**src/rtl/timeout_supervisor.sv**
```systemverilog
// Request/acknowledge supervisor: times each request attempt with an up-counter,
// retries a bounded number of times and latches a sticky fault when all attempts expire.
module timeout_supervisor #(
   parameter int WIDTH     = 16,
   parameter int RETRY_W   = 3,
   parameter int MAX_RETRY = 3
) (
   input  logic               clk_i,
   input  logic               rst_i,
   input  logic               start_i,
   input  logic               ack_i,
   output logic               req_o,
   output logic               busy_o,
   output logic               done_o,
   output logic               timeout_o,
   output logic               fault_o,
   output logic [RETRY_W-1:0] retry_cnt_o
);

   typedef enum logic [1:0] {
      IDLE  = 2'd0,
      REQ   = 2'd1,
      GAP   = 2'd2,
      FAULT = 2'd3
   } state_t;

   localparam logic [RETRY_W-1:0] LastRetry = RETRY_W'(MAX_RETRY);

   state_t           state;
   logic [WIDTH-1:0] cnt;

   // Single FSM register; every output is set alongside the state transition that implies it.
   always_ff @(posedge clk_i or posedge rst_i) begin
      if (rst_i) begin
         state       <= IDLE;
         cnt         <= '0;
         retry_cnt_o <= '0;
         req_o       <= 1'b0;
         busy_o      <= 1'b0;
         done_o      <= 1'b0;
         timeout_o   <= 1'b0;
         fault_o     <= 1'b0;
      end else begin
         done_o    <= 1'b0;
         timeout_o <= 1'b0;
         case (state)
            IDLE: begin
               if (start_i) begin
                  state       <= REQ;
                  cnt         <= '0;
                  retry_cnt_o <= '0;
                  req_o       <= 1'b1;
                  busy_o      <= 1'b1;
               end
            end
            REQ: begin
               // Acknowledge takes priority over a timeout landing on the same edge.
               if (ack_i) begin
                  state  <= IDLE;
                  req_o  <= 1'b0;
                  busy_o <= 1'b0;
                  done_o <= 1'b1;
               end else if (cnt == '1) begin
                  timeout_o <= 1'b1;
                  req_o     <= 1'b0;
                  cnt       <= '0;
                  if (retry_cnt_o == LastRetry) begin
                     state   <= FAULT;
                     fault_o <= 1'b1;
                     busy_o  <= 1'b0;
                  end else begin
                     state       <= GAP;
                     retry_cnt_o <= retry_cnt_o + 1'b1;
                  end
               end else begin
                  cnt <= cnt + 1'b1;
               end
            end
            GAP: begin
               state <= REQ;
               cnt   <= '0;
               req_o <= 1'b1;
            end
            FAULT: begin
               if (start_i) begin
                  state       <= REQ;
                  fault_o     <= 1'b0;
                  cnt         <= '0;
                  retry_cnt_o <= '0;
                  req_o       <= 1'b1;
                  busy_o      <= 1'b1;
               end
            end
            default: begin
               state  <= IDLE;
               req_o  <= 1'b0;
               busy_o <= 1'b0;
            end
         endcase
      end
   end

endmodule

```
**config.mk**
```make
export PLATFORM = sky130hd
export DESIGN_NAME = timeout_supervisor
export DESIGN_NICKNAME = d
export VERILOG_FILES = /design/src/rtl/timeout_supervisor.sv
export SDC_FILE = /design/constraint.sdc
export NUM_CORES = 1
export LEC_CHECK = 0
export CORE_ASPECT_RATIO = 1.4
export CORE_MARGIN = 2
export CORE_UTILIZATION = 40
export DETAILED_ROUTE_END_ITERATION = 8
export DONT_BUFFER_PORTS = 1
export HOLD_SLACK_MARGIN = 0.05
export PLACE_DENSITY = 0.57
export SLEW_MARGIN = 15
export SYNTH_ARGS = -nofsm -noshare
export SYNTH_HDL_FRONTEND = slang
export SYNTH_SLANG_ARGS = --single-unit
```
**constraint.sdc**
```tcl
create_clock -name clk_i -period 2.4 [get_ports clk_i]
set_input_delay 0.36 -clock clk_i [delete_from_list [all_inputs] [get_ports clk_i]]
set_output_delay 0.36 -clock clk_i [all_outputs]
set_load 0.01 [all_outputs]
```
==> results.json, run 1 <==
{
  "holdBufCountCts": 0,
  "num-fill-cells": 370,
  "placed_cells": 198,
  "syn_nets": 167,
  "synth_area_leader_cell": "dfrtp_1",
  "start_util": 0.413,
  "ys_ff_latch": 26,
  "path_clk_slew_ns": 0.09,
  "n_antenna_cell": 0,
  "crit_type": "flip-flop to flip-flop",
  "clk_path_buf_depth": 2,
  "peakVddDrop_mv": 0.726,
  "clk_latency_ns": 0.27,
  "wl_per_cell_um": 15.8,
  "p_clk_frac": 0.219,
  "ys.flop_type": "dfrtp_1",
  "p_leak_uw": 0.000667,
  "row_count": 26,
  "port_buffers": 0,
  "final.period_utilization": 0.914,
  "fin_crit_ns": 2.19,
  "synth_area_leaders": "dfrtp_1, ha_1, nand3_1, o21ai_0, nand2_1",
  "drv_cap": 0,
  "relSlewSlack": 0.565,
  "final-setup-viol-count": 0,
  "swShare": 0.370,
  "drc": 0,
  "finalHoldViolations": 0,
  "layout_commonest_cell": "dfrtp_1",
  "outcome": "completed",
  "skew_ns": 0.00450,
  "yosysUniqueCellTypes": 38,
  "crit_path_start_kind": "flip-flop",
  "yosys_warnings": 0,
  "p_comb_frac": 0.343,
  "final_cell_mix": "dfrtp_1, nand2_1, nand3_1, o21ai_0, nor2_1",
  "end_kind": "flip-flop",
  "clock.fmax_ghz": 0.456,
  "yosysSeqAreaShare": 0.441,
  "drt_iter0_drc": 45,
  "h-tree-depth": 1,
  "hold_class": "input pin to async pin",
  "synth.top_cell.area_share": 0.441,
  "r2r-start": "state[1]$_DFFE_PP0P_",
  "syn_area_um2": 1480,
  "final_cells": 202,
  "cts_resized": 0,
  "grt_pass1_vias": 1166,
  "drive_above_1_share": 0.113,
  "grt_antenna_before_repair": 0,
  "final_core_util": 0.444,
  "async_flop_share": 1.00,
  "synth_edf_count": 0,
  "drt_pass1_iterations": 4,
  "cts_root_buf": "clkbuf_8",
  "viasPerCell": 5.98,
  "worst_pin_slew_ns": 0.652,
  "setup_tns_ns": 0,
  "grt_overflow": 0,
  "cts_setup_buffers": 0,
  "grt_max_degree": 18,
  "core_um2": 3580,
  "cts_sinks": 26,
  "power.density_nw_per_um2": 806,
  "die_y_um": 75.9,
  "ant_nets": 0,
  "cp.required_ns": 2.59,
  "dp_hpwl_um": 2460,
  "internal_power_uw": 807,
  "routabilityCongestion": 0.730,
  "grt_pass1_wl_um": 5450,
  "area_delta_synth_final_pct": 7.71,
  "syn_inst": 157,
  "die_area_um2": 4200,
  "setup.worst_path.start": "state[1]$_DFFE_PP0P_",
  "avgSynthCellArea_um2": 9.40,
  "nets": 171,
  "seqPwrFrac": 0.437,
  "cts_buffers": 3,
  "grt.total_usage": 0.166,
  "finalMaxSlewViolations": 0,
  "num_vias": 1207,
  "path_max_fanout": 8,
  "wl_um": 3200,
  "worstPathArrival_ns": 2.39,
  "p_switching_uw": 474,
  "io_pins": 12,
  "rsz0062_at_grt": "false",
  "cts_tree": "done",
  "die_w_um": 55.3
}
power groups by stage:
stage	Sequential [uW]	Clock (uW)	Combinational, uW
2_1_floorplan	556	0	330
3_3_place_gp	568	0	432
3_5_place_dp	569	0	442
4_1_cts	561	293	443
5_1_grt	572	306	511
6_report	560	281	440
through the flow:
stage / hold WS, ns / worst slack [ns] / cell area [um^2] / power, uW
2_1_floorplan: 0.400 / 0.266 / 1480 / 886
3_5_place_dp: 0.384 / 0.236 / 1540 / 1010
4_1_cts: 0.0857 / 0.214 / 1590 / 1300
5_1_grt: 0.106 / 0.112 / 1590 / 1390
3_3_place_gp: 0.374 / 0.312 / 1540 / 1000
6_report: 0.0604 / 0.206 / 1590 / 1280
synthesized netlist by cell type, types with 3 or more instances:
cell type / number
o31ai_1: 6
nand2_1: 13
o21ai_0: 11
nor4_1: 4
nand4_1: 6
inv_1: 7
or4_1: 3
nor2_1: 11
ha_1: 6
dfrtp_1: 26
xnor2_1: 3
xor2_1: 4
nand3_1: 11
or3_1: 3
clkbuf_1: 4
nand2b_1: 3
a21oi_1: 9
path summary, 6_finish.rpt:
kind	to	slack, ns	cells past startpoint
max	cnt[14]$_DFFE_PP0P_	0.21	6
min	cnt[0]$_DFFE_PP0P_	0.06	1
max reg2reg	cnt[14]$_DFFE_PP0P_	0.21	6
min reg2reg	cnt[1]$_DFFE_PP0P_	0.55	2
max in group asynchronous	busy_o$_DFFE_PP0P_	1.74	2
min in group clk_i	fault_o$_DFFE_PP0P_	0.26	3
critical path, cell delays in order, from the launching register on:
cell and delay, ns:
dfrtp_1 0.38, inv_1 0.08, ha_1 0.37, nor2b_1 0.23
or3_1 0.47, or4_1 0.42, a21oi_1 0.15
flip-flops by register name (all words and copies together) (netlist names):
register	cells
fault_o	1
state	2
busy_o	1
timeout_o	1
done_o	1
retry_cnt_o	3
cnt	16
req_o	1
logic make-up after synthesis:
family,share of synthesized area
fa+ha+maj,0.0508
mux,0.0144
simple gates,0.287
buf+inv,0.0390
compound gates,0.126
xor+xnor,0.0415
flops,0.441
final cells by class:
type	instances	area (um^2)	share of cell area
Multi-Input combinational cell	118	768	0.483
Sequential cell	26	651	0.409
Clock buffer	4	55.1	0.0346
Tap cell	42	52.6	0.0330
Timing Repair Buffer	5	37.5	0.0236
Inverter	7	26.3	0.0165
metal layers:
layer,part of all wire,global-route usage,up-vias
met1,0.38,0.173,595
met2,0.57,0.341,22
met4,0.014,0.0569,0
met5,0,0,-
met3,0.033,0.0238,7
li1,-,-,583
No activity file was read; power rests on OpenSTA's default activity.
==> run 2, diff against run 1 <==
--- a/config.mk
+++ b/config.mk
@@ -7,11 +7,12 @@
 export LEC_CHECK = 0
 export CORE_ASPECT_RATIO = 1.4
 export CORE_MARGIN = 2
-export CORE_UTILIZATION = 40
+export CORE_UTILIZATION = 62
 export DETAILED_ROUTE_END_ITERATION = 8
 export DONT_BUFFER_PORTS = 1
+export GPL_ROUTABILITY_DRIVEN = 0
 export HOLD_SLACK_MARGIN = 0.05
-export PLACE_DENSITY = 0.57
+export PLACE_DENSITY = 0.81
 export SLEW_MARGIN = 15
 export SYNTH_ARGS = -nofsm -noshare
 export SYNTH_HDL_FRONTEND = slang
==> run 2 against run 1 <==
  * Die area down 33%
  * Total power down 4.7%
  * Maximum frequency shrank 0.26%
  * Clock-buffer cell count did not move
  * Cell area down 2.1%
  * Worst hold slack better by 0.16 ns
  * Via count barely moved
  * Combinational power hardly changed
  * Clock skew is essentially flat
  * Setup slack worse by 0.0058 ns
  * Clock power fell by 21%
==> results.json, run 2 (synthesis results as in run 1) <==
{
  "layout_commonest_cell": "dfrtp_1",
  "outcome": "completed",
  "largestRegisters": "cnt (16), retry_cnt_o (3), state (2)",
  "io_pins": 12,
  "final-setup-viol-count": 0,
  "final_cell_mix": "dfrtp_1, nand2_1, nand3_1, o21ai_0, nor2_1",
  "r2r_cells": 6,
  "crit_path_start_kind": "flip-flop",
  "r2r-start": "state[1]$_DFFE_PP0P_",
  "num-fill-cells": 168,
  "crit_type": "flip-flop to flip-flop",
  "end_kind": "flip-flop",
  "relSlewSlack": 0.730,
  "cts_tree": "done",
  "viasPerCell": 6.60,
  "clock.fmax_ghz": 0.455,
  "clk_path_buf_depth": 2,
  "cts_buffers": 3,
  "worst_pin_slew_ns": 0.400,
  "regMostFlops": "cnt",
  "h-tree-depth": 1,
  "drive_above_1_share": 0.112,
  "cts_sinks": 26,
  "grt_pass1_wl_um": 5310,
  "cp.required_ns": 2.66,
  "die_w_um": 45.2,
  "area_delta_synth_final_pct": 5.42,
  "cts_root_buf": "clkbuf_4",
  "final_cells": 183,
  "grt_max_degree": 27,
  "peakVddDrop_mv": 0.637,
  "die_y_um": 61.7,
  "met2_usage": 0.465,
  "grt.total_usage": 0.258,
  "die_area_um2": 2790,
  "wl_per_cell_um": 16.3,
  "grt_pass1_vias": 1249,
  "gr-usage-met1": 0.307,
  "power.density_nw_per_um2": 785,
  "drv_cap": 0,
  "p_leak_uw": 0.000664,
  "num_vias": 1208,
  "rrSetupSlack_ns": 0.20,
  "clk_latency_ns": 0.32,
  "dp_hpwl_um": 2250,
  "port_buffers": 0,
  "regArea_um2": 651,
  "worstPathArrival_ns": 2.46,
  "worstHoldStart": "start_i",
  "worst_hold_path.endpoint": "fault_o$_DFFE_PP0P_",
  "whs_path_depth": 3,
  "row_count": 20,
  "drc": 0,
  "grt_overflow": 0,
  "path_max_fanout": 8,
  "finalMaxSlewViolations": 0,
  "largest_register_ffs": 16,
  "placed_cells": 178,
  "wl_um": 2980,
  "drt_pass1_iterations": 4,
  "grt_use_met3": 0.0231,
  "multi_input_area_um2": 768,
  "finalHoldViolations": 0,
  "grt-busiest-layer": "met2",
  "drt_iter0_drc": 43,
  "rsz0062_at_grt": "false",
  "final.period_utilization": 0.917,
  "hold_class": "input pin to flip-flop",
  "fin_crit_ns": 2.20,
  "ant_nets": 0,
  "setup_tns_ns": 0,
  "core_um2": 2230,
  "n_antenna_cell": 0,
  "grt_antenna_before_repair": 0,
  "regToRegEndpoint": "cnt[14]$_DFFE_PP0P_",
  "start_util": 0.663,
  "cts_resized": 0,
  "nets": 172,
  "skew_ns": 0.00415,
  "path_clk_slew_ns": 0.14
}
[run 2: power breakdown]
| part | leakage, uW | internal (uW) | switching, uW |
|---|---|---|---|
| clock | 0.0000210 | 92.8 | 129 |
| combinational | 0.000290 | 165 | 275 |
| sequential | 0.000353 | 496 | 64.1 |
[run 2: critical path, stage by stage (launching register included)]
cell and delay, ns:
dfrtp_1 0.40, inv_1 0.09, ha_1 0.37, nor2b_1 0.23, or3_1 0.47, or4_1 0.43
a21oi_1 0.15
[run 2: per-stage QoR]
step	setup slack (ns)	util	power, uW	instance area (um^2)	hold WS (ns)
after CTS	0.213	0.699	1230	1560	0.213
after floorplan	0.266	-	886	1480	0.400
final	0.200	0.699	1220	1560	0.222
after global placement	0.314	0.678	987	1510	0.322
after global routing	0.117	0.699	1320	1560	0.220
after detailed placement	0.249	0.678	1010	1510	0.332
[run 2: layout make-up]
class / count / share of cell area
Clock buffer: 4 / 0.0233
Sequential cell: 26 / 0.418
Inverter: 7 / 0.0169
Timing Repair Buffer: 6 / 0.0305
Tap cell: 22 / 0.0177
Multi-Input combinational cell: 118 / 0.494
[run 2: worst max-delay path by stage]
stage	startpoint	to	slack, ns	cells past startpoint
2_1_floorplan	state[0]$_DFFE_PP0P_	cnt[11]$_DFFE_PP0P_	0.27	6
3_5_place_dp	state[1]$_DFFE_PP0P_	cnt[14]$_DFFE_PP0P_	0.25	6
3_3_place_gp	state[0]$_DFFE_PP0P_	cnt[14]$_DFFE_PP0P_	0.31	5
4_1_cts	state[1]$_DFFE_PP0P_	cnt[14]$_DFFE_PP0P_	0.21	6
6_report	state[1]$_DFFE_PP0P_	cnt[14]$_DFFE_PP0P_	0.20	6
5_1_grt	state[1]$_DFFE_PP0P_	cnt[14]$_DFFE_PP0P_	0.12	6
[run 2: repair_timing]
| action | 4_1_cts | 5_1_grt |
|---|---|---|
| hold buffers | 1 | 0 |
| buffers inserted | 0 | 0 |
| hold endpoints to repair | 26 | 0 |
[run 2: metal layers]
metal	wire, um	vias up
met2	1640	17
met3	57	4
met1	1260	603
met5	0	-
li1	-	584
met4	32	0
==> run 3, diff against run 2 <==
--- a/config.mk
+++ b/config.mk
@@ -5,14 +5,16 @@
 export SDC_FILE = /design/constraint.sdc
 export NUM_CORES = 1
 export LEC_CHECK = 0
+export ABC_AREA = 0
 export CORE_ASPECT_RATIO = 1.4
 export CORE_MARGIN = 2
 export CORE_UTILIZATION = 62
+export CTS_CLUSTER_DIAMETER = 60
 export DETAILED_ROUTE_END_ITERATION = 8
 export DONT_BUFFER_PORTS = 1
 export GPL_ROUTABILITY_DRIVEN = 0
 export HOLD_SLACK_MARGIN = 0.05
-export PLACE_DENSITY = 0.81
+export PLACE_DENSITY = 0.78
 export SLEW_MARGIN = 15
 export SYNTH_ARGS = -nofsm -noshare
 export SYNTH_HDL_FRONTEND = slang
==> run 3 against run 2 <==
  * Critical path depth unchanged
  * Clock-buffer cell count unchanged
  * Cell area unchanged
  * Final cell count unchanged
  * Wire length increased by 2.4%
  * Core utilization unchanged
  * Largest cell class unchanged
  * Total power increased by 0.22%
  * Sequential share of layout area unchanged
  * Flip-flop and latch count unchanged
==> results.json, run 3 (synthesis results as in run 1) <==
{
  "n_antenna_cell": 0,
  "grt_max_degree": 27,
  "finalMaxSlewViolations": 0,
  "h-tree-depth": 1,
  "drv_cap": 0,
  "regMostFlops": "cnt",
  "fin_crit_ns": 2.24,
  "grt.total_usage": 0.256,
  "grt_pass1_vias": 1222,
  "row_count": 20,
  "rsz0062_at_grt": "false",
  "clock.fmax_ghz": 0.446,
  "die_y_um": 61.7,
  "drt_iter0_drc": 52,
  "path_max_fanout": 8,
  "die_w_um": 45.2,
  "holdBufCountCts": 1,
  "wl_per_cell_um": 16.7,
  "ant_nets": 0,
  "dp_hpwl_um": 2300,
  "viasPerCell": 6.60,
  "cts_sinks": 26,
  "cts_resized": 0,
  "peakVddDrop_mv": 0.852,
  "nets": 172,
  "hold_class": "input pin to flip-flop",
  "cts_buffers": 3,
  "worst_pin_slew_ns": 0.373,
  "grt_overflow": 0,
  "p_comb_frac": 0.365,
  "outcome": "completed",
  "grt_antenna_before_repair": 0,
  "final-setup-viol-count": 0,
  "cts_root_buf": "clkbuf_4",
  "finalHoldViolations": 0,
  "largestRegisters": "cnt (16), retry_cnt_o (3), state (2)",
  "setup_tns_ns": 0,
  "slowest_delay_ns": 0.47,
  "path_clk_slew_ns": 0.13,
  "drt_pass1_iterations": 4,
  "placed_cell_area_um2": 1510,
  "p_clk_frac": 0.176,
  "largest_register_ffs": 16,
  "end_kind": "flip-flop",
  "wl_um": 3050,
  "io_pins": 12,
  "core_um2": 2230,
  "cts_setup_buffers": 0,
  "path_cells": "inv_1 -> ha_1 -> nor2b_1 -> or3_1 -> or4_1 -> a21oi_1",
  "crit_path_start_kind": "flip-flop",
  "port_buffers": 0,
  "layout_commonest_cell": "dfrtp_1",
  "num_vias": 1208,
  "relSlewSlack": 0.748,
  "final.period_utilization": 0.934,
  "crit_type": "flip-flop to flip-flop",
  "clk_latency_ns": 0.31,
  "fin_area_um2": 1560,
  "area_delta_synth_final_pct": 5.42,
  "swShare": 0.383,
  "drc": 0,
  "final_cell_mix": "dfrtp_1, nand2_1, nand3_1, o21ai_0, nor2_1",
  "start_util": 0.663,
  "p_leak_uw": 0.000664,
  "total_power_uw": 1220,
  "drive_above_1_share": 0.112,
  "power.density_nw_per_um2": 786,
  "cts_tree": "done",
  "worstPathArrival_ns": 2.49,
  "grt_pass1_wl_um": 5290,
  "internal_power_uw": 755,
  "skew_ns": 0.00338,
  "cp_slowest_cell": "or3_1",
  "die_area_um2": 2790,
  "cp.required_ns": 2.64,
  "p_switching_uw": 469,
  "seqPwrFrac": 0.459,
  "hold_slack_ns": 0.204,
  "clk_path_buf_depth": 2
}
run 3: cell counts in the layout (fill, tap and decap cells not counted):
Identical to the previous run, type by type.
run 3: power by group through the flow:
stage	Combinational (uW)	Sequential (uW)	Clock [uW]
4_1_cts	447	561	224
2_1_floorplan	330	556	0
6_report	446	562	215
3_3_place_gp	423	566	0
5_1_grt	503	570	237
3_5_place_dp	445	568	0
run 3: routing by layer:
metal	vias to the layer above	global-route usage	wire length [um]
li1	589	-	-
met1	592	0.295	1240
met2	23	0.486	1720
met3	4	0.0318	73
met4	0	0.0756	25
met5	-	0	0
run 3: area by class of cell:
class / instances / area (um^2)
Multi-Input combinational cell: 118 / 768
Fill cell: 168 / 671
Sequential cell: 26 / 651
Timing Repair Buffer: 6 / 47.5
Clock buffer: 4 / 36.3
Tap cell: 22 / 27.5
Inverter: 7 / 26.3
run 3: critical path: cells and delay by family, from the launching register on:
family / cells / cell delay, ns
DFF: 1 / 0.40
buffers and inverters: 1 / 0.09
adders and majority gates: 1 / 0.38
AOI/OAI and AO/OA: 1 / 0.18
and+or+nand+nor: 3 / 1.13
run 3: worst paths after layout:
path | cells after the start | endpoint | startpoint | slack, ns
worst min register to register | 1 | cnt[0]$_DFFE_PP0P_ | cnt[0]$_DFFE_PP0P_ | 0.58
max in group asynchronous | 3 | cnt[12]$_DFFE_PP0P_ | rst_i | 1.60
worst min-delay path | 3 | fault_o$_DFFE_PP0P_ | start_i | 0.20
worst max-delay path | 6 | cnt[14]$_DFFE_PP0P_ | state[1]$_DFFE_PP0P_ | 0.16
min in group asynchronous | 3 | timeout_o$_DFF_PP0_ | rst_i | 0.55
worst max register to register | 6 | cnt[14]$_DFFE_PP0P_ | state[1]$_DFFE_PP0P_ | 0.16
run 3: metrics by stage:
step / utilization / instances / setup slack (ns)
CTS: 0.699 / 183 / 0.168
finish: 0.699 / 183 / 0.157
floorplan: - / 157 / 0.266
global route: 0.699 / 183 / 0.0158
global placement: 0.678 / 178 / 0.314
detailed placement: 0.678 / 178 / 0.198
